`src/rtl/sccpu_trace_fifo_if.sv`:
```
// Word-stream link from the trace FIFO to a host or checker.
// The FIFO side uses the master modport and the sink uses the slave modport.
interface sccpu_trace_fifo_if;
  logic [31:0] out_data;
  logic        out_valid;
  logic        out_ready;
  logic        out_last;

  modport master (output out_data, output out_valid, output out_last, input out_ready);
  modport slave  (input out_data, input out_valid, input out_last, output out_ready);
endinterface

```
`src/rtl/sccpu_trace_fifo.sv`:
```
// Captures a 4-word commit record (pc, inst, aluout, memout) on every enabled edge.
// Drains the records as a word stream; a record that arrives while the FIFO is full is counted as dropped.
module sccpu_trace_fifo #(
  parameter int DEPTH = 16,
  parameter int AW    = 4
) (
  input  logic                    clk,
  input  logic                    clr,
  input  logic                    en,
  input  logic [31:0]             pc,
  input  logic [31:0]             inst,
  input  logic [31:0]             aluout,
  input  logic [31:0]             memout,
  sccpu_trace_fifo_if.master      strm,
  output logic [AW:0]             count,
  output logic                    full,
  output logic                    empty,
  output logic [15:0]             drop_cnt
);

  logic [127:0]  mem_r [DEPTH];
  logic [AW-1:0] wr_ptr_r;
  logic [AW-1:0] rd_ptr_r;
  logic [AW:0]   count_r;
  logic [1:0]    word_idx_r;
  logic [15:0]   drop_cnt_r;

  logic          empty_s;
  logic          full_s;
  logic          valid_s;
  logic          last_s;
  logic          xfer_s;
  logic          pop_s;
  logic          push_s;
  logic          drop_s;
  logic [127:0]  head_s;
  logic [31:0]   word_s;

  // Handshake decode; a full FIFO still accepts a record when the head leaves on the same edge.
  always_comb begin
    empty_s = (count_r == {(AW+1){1'b0}});
    full_s  = (count_r == (AW+1)'(DEPTH));
    valid_s = !empty_s;
    last_s  = valid_s && (word_idx_r == 2'd3);
    xfer_s  = valid_s && strm.out_ready;
    pop_s   = xfer_s && last_s;
    push_s  = en && (!full_s || pop_s);
    drop_s  = en && !push_s;
  end

  // Head word select: combinational read of the head record.
  always_comb begin
    head_s = mem_r[rd_ptr_r];
    case (word_idx_r)
      2'd0:    word_s = head_s[31:0];
      2'd1:    word_s = head_s[63:32];
      2'd2:    word_s = head_s[95:64];
      2'd3:    word_s = head_s[127:96];
      default: word_s = 32'd0;
    endcase
    if (valid_s) begin
      strm.out_data = word_s;
    end else begin
      strm.out_data = 32'd0;
    end
    strm.out_valid = valid_s;
    strm.out_last  = last_s;
  end

  // Record storage; not cleared by reset.
  always_ff @(posedge clk) begin
    if (!clr && push_s) begin
      mem_r[wr_ptr_r] <= {memout, aluout, inst, pc};
    end
  end

  // Pointers, occupancy, serializer index and drop counter.
  always_ff @(posedge clk) begin
    if (clr) begin
      wr_ptr_r   <= {AW{1'b0}};
      rd_ptr_r   <= {AW{1'b0}};
      count_r    <= {(AW+1){1'b0}};
      word_idx_r <= 2'd0;
      drop_cnt_r <= 16'd0;
    end else begin
      if (push_s) begin
        wr_ptr_r <= wr_ptr_r + AW'(1);
      end
      if (pop_s) begin
        rd_ptr_r <= rd_ptr_r + AW'(1);
      end
      // Index wraps 3 -> 0 exactly when the head is popped.
      if (xfer_s) begin
        word_idx_r <= word_idx_r + 2'd1;
      end
      case ({push_s, pop_s})
        2'b10:   count_r <= count_r + (AW+1)'(1);
        2'b01:   count_r <= count_r - (AW+1)'(1);
        default: count_r <= count_r;
      endcase
      if (drop_s && (drop_cnt_r != 16'hFFFF)) begin
        drop_cnt_r <= drop_cnt_r + 16'd1;
      end
    end
  end

  assign count    = count_r;
  assign full     = full_s;
  assign empty    = empty_s;
  assign drop_cnt = drop_cnt_r;

endmodule

```
`src/flat_wrapper.sv`:
```
// flat-port wrapper written by rule: the top's interface ports become plain ports
module sccpu_trace_fifo_flat 
#(
  parameter int DEPTH = 16,
  parameter int AW    = 4
)
  (clk, clr, en, pc, inst, aluout, memout, count, full, empty, drop_cnt, strm_out_data, strm_out_valid, strm_out_last, strm_out_ready);
  sccpu_trace_fifo_if strm_i ();
  input  logic clk;
  input  logic clr;
  input  logic en;
  input  logic [31:0] pc;
  input  logic [31:0] inst;
  input  logic [31:0] aluout;
  input  logic [31:0] memout;
  output logic [AW:0] count;
  output logic full;
  output logic empty;
  output logic [15:0] drop_cnt;
  output wire logic [$bits(strm_i.out_data)-1:0] strm_out_data;
  output wire logic [$bits(strm_i.out_valid)-1:0] strm_out_valid;
  output wire logic [$bits(strm_i.out_last)-1:0] strm_out_last;
  input wire logic [$bits(strm_i.out_ready)-1:0] strm_out_ready;
  assign strm_out_data = strm_i.out_data;
  assign strm_out_valid = strm_i.out_valid;
  assign strm_out_last = strm_i.out_last;
  assign strm_i.out_ready = strm_out_ready;
  sccpu_trace_fifo #(.DEPTH(DEPTH), .AW(AW)) u_core (.clk(clk), .clr(clr), .en(en), .pc(pc), .inst(inst), .aluout(aluout), .memout(memout), .strm(strm_i), .count(count), .full(full), .empty(empty), .drop_cnt(drop_cnt));
endmodule
```
`config.mk`:
```
export PLATFORM = sky130hd
export DESIGN_NAME = sccpu_trace_fifo_flat
export DESIGN_NICKNAME = d
export VERILOG_FILES = /design/src/rtl/sccpu_trace_fifo_if.sv /design/src/rtl/sccpu_trace_fifo.sv /design/src/flat_wrapper.sv
export SDC_FILE = /design/constraint.sdc
export NUM_CORES = 2
export LEC_CHECK = 0
export CAP_MARGIN = 20
export CORE_MARGIN = 8
export CORE_UTILIZATION = 38
export DETAILED_ROUTE_END_ITERATION = 10
export PLACE_DENSITY_LB_ADDON = 0.05
export SLEW_MARGIN = 40
export SYNTH_ARGS = -nofsm -noshare
export SYNTH_HDL_FRONTEND = slang
export SYNTH_SLANG_ARGS = --single-unit
```
`constraint.sdc`:
```
create_clock -name clk -period 33.5 [get_ports clk]
set_input_delay 6.7 -clock clk [delete_from_list [all_inputs] [get_ports clk]]
set_output_delay 6.7 -clock clk [all_outputs]
set_load 0.05 [all_outputs]
```
==> summary.txt <==
Floorplanning
  • # rows: about 170
  • Die X: 475 um
  • Initial cell density of the core: a little under two fifths
  • Core Area: about 210000 um2
  • Die area: about 230000 um2
  • Vert. Die Dim: around 480 um
  • # IOs: about 190

Yosys
  • Sequential area share after synthesis: 77.6%
  • Yosys warning total: 0
  • Post-synthesis xor/xnor area fraction: less than 1%
  • Register bit total from synthesis: ~2.1k
  • FFs w/ async S/R, synth: 0%
  • Synth Area in Adders: less than 1%
  • Compound-cell area share of the yosys netlist: about 3.2%
  • Post-Synthesis Cells: around 3.9k
  • Multiplexer share of the synthesized area: 15.1%
  • Largest family of logic cells by synthesized area: multiplexers
  • Syn Nets: a little over 4k
  • Netlist cell types: between 40 and 50
  • Share of the synthesized area in the top cell type: between 70% and 80%
  • Synthesized cell area: 80200 um2
  • Simple-gate area share of the yosys netlist: slightly above 2%
  • Ys flop type: edfxtp_1
  • Synth Area per Inst: approximately 20 um2
  • Area leader, netlist: edfxtp_1
  • Number of synthesized flops with an enable pin: between 2k and 2.5k
  • Synth area leaders: edfxtp_1, mux4_2, mux2i_1

Pwr
  • Cell area power density: approximately 58 nW/um2
  • VDD IR max: 0.0520 mV
  • Lkg Pwr: about 28 nW

CTS
  • Clk sinks: 2083
  • Inserted Clock Buffers: approximately 220
  • Root buffer cell: clkbuf_16
  • Clock slew at reported path FFs: about 0.06 ns
  • Post-CTS setup buffers: 0
  • Hold buffers post-CTS: 0
  • Worst-skew pair later-pin latency: about 0.84 ns
  • H-Tree Depth: 4
  • Worst-case clock buffer depth: 3
  • Post-cts resize count: 0
  • CTS tree: yes

Min path
  • Worst min path class: reg2reg
  • Worst Hold Path Cells: 2

Worst setup path
  • Crit path max fanout: between 50 and 60
  • Crit path cell chain: buf_6, buf_4, buf_4, buf_6, buf_6, mux2i_1, a22oi_1, nand2_1, o22ai_1, nor3_1, nor3_1, clkdlybuf4s50_1
  • Slowest CP cell: clkdlybuf4s50_1
  • Req. time, crit path: 26.80 ns
  • Element type at the critical path end: primary output
  • Largest stage delay on the critical path: a little under 0.9 ns
  • CP dominant cell by count: buf_6
  • Crit path arrival time: just over 7 ns
  • Worst path depth: 12
  • Critical path class: reg2out
  • Delay-heaviest family, CP: buffers and inverters
  • Startpoint Class: flip-flop
  • Buffer and inverter count on the worst path: 6
  • Worst r2r path cells: 10

STA
  • Actual slew at the worst max-slew pin: roughly 0.87 ns
  • Final hold vios: 0
  • RSZ-0062 raised after global routing: no
  • Final Hold Slack: ~0.52 ns
  • Skew final: between 0.02 and 0.03 ns
  • Max_slew headroom: between 40% and 50%
  • Final min period: ~14 ns
  • Final setup viols: 0
  • Total negative setup slack: 0 ns
  • Final Cycle Share: 41.5%
  • Fmax: 0.0719 GHz
  • Final Max Tran Viols: 0

Global routing
  • First-pass GRT wire length: 317 mm
  • Vias in the first global route: between 40k and 50k
  • Largest net degree at the start of global routing: 100
  • Remaining global-route overflow: 0
  • Initial antenna violation count: 33
  • GRT Util Overall: between 10% and 20%

Detailed routing
  • Antenna Nets Post-Route: 0
  • Wirelength, routed: approximately 220 mm
  • Via count: 39.2k
  • Vias/cell: around 5.4
  • Router iterations before antenna repair: 5
  • Detailed-route DRC error count: 0
  • Drt wl/cell: slightly above 30 um
  • Initial DRC count: a little under 3k

Place
  • Hpwl dp: 119 mm
  • Gpl congestion: around 0.70
  • Port Buffers: between 150 and 200

Cells and area
  • Final core utilization: between 40% and 50%
  • Share of post-route cells with drive strength above 1: between 10% and 20%
  • Synth-to-layout area growth: 15.8%
  • Net count, final: between 4k and 5k

Flow run
  • Max-cap violations: 0

Status
  • Status: complete, no violations
[flip-flops by register name, indices dropped and copies added (netlist names), named ones only]
signal             cells
u_core.wr_ptr_r        4
u_core.word_idx_r      2
u_core.drop_cnt       16
u_core.count           5
u_core.mem_r        2048
u_core.rd_ptr_r        4
[worst reg2reg max path, stage by stage (launching register included)]
cell and delay, ns:
dfxtp_1 0.40, ha_1 0.52, nand2_1 0.10, buf_4 0.20, a21oi_1 0.43, nor2b_1 0.31, nand2_1 0.27, nor2_4 0.67
buf_12 0.46, buf_16 0.37, buf_4 0.62
[per-layer routing]
layer,vias up,wire length [um],share of wire [%],global-route usage [%]
met1,21309,102000,45,27.5
li1,16845,-,-,-
met5,-,92,0.041,0
met3,288,9330,4.2,3.19
met4,14,3780,1.7,3.93
met2,778,109000,49,32.5
[stage by stage]
stage                     instance area [um2]  power, mW  cells  worst slack (ns)
final                                   92800       5.40   7231             19.60
after global routing                    92800       5.57   7224             19.17
after CTS                               92800       5.47   7218             19.41
after detailed placement                86000       3.15   6810             20.37
after global placement                  85400       3.15   6782             19.20
after floorplan                         80200       3.03   3913             16.58
[synthesized netlist by cell type (all sizes together), types with 51 or more instances]
library cell  number
mux4             308
nor2              71
a21oi             71
nand3             51
buf              141
mux2i            444
edfxtp          2048
clkbuf            74
mux2              66
nor3              51
a22oi            185
nand2            149
o22ai             66
[cell families after synthesis]
group	count (synthesis)
compound gates	381
xor+xnor	25
fa+ha+maj	14
buf+inv	227
flops	2083
mux	818
simple gates	365
[layout make-up]
cell class	instances	area, um2
flip-flops and latches	2083	62200
inverters	12	45.0
diodes	9	22.5
multi-input cells	1603	16900
clock inverters	123	768
clock buffers	285	5980
well taps	2805	3510
repair buffers	311	3360
fillers	18028	117000
[power breakdown]
part	total [mW]	internal, mW	switching [mW]
Clock	2.30	1.31	0.996
Sequential	2.89	2.88	0.00451
Combinational	0.210	0.0583	0.152
[path summary, 6_finish.rpt]
path,start,endpoint,slack (ns)
worst max register to register,u_core.word_idx_r[1],u_core.mem_r[12][28],28.67
worst min register to register,u_core.count[3],u_core.count[3],0.52
worst min-delay path,u_core.count[3],u_core.count[3],0.52
worst max-delay path,flip-flop,strm_out_data[2],19.60
[cell usage in the layout (no fill, tap or decap), drive strengths merged, types with 66 or more instances in the layout]
master         instances
mux4                 308
mux2i                444
a22oi                185
nand2                149
edfxtp              2048
clkdlybuf4s50        188
mux2                  66
nor2                  71
buf                  121
clkbuf               287
o22ai                 66
clkinv               106
a21oi                 71
Power figures use the tool's default switching activity.
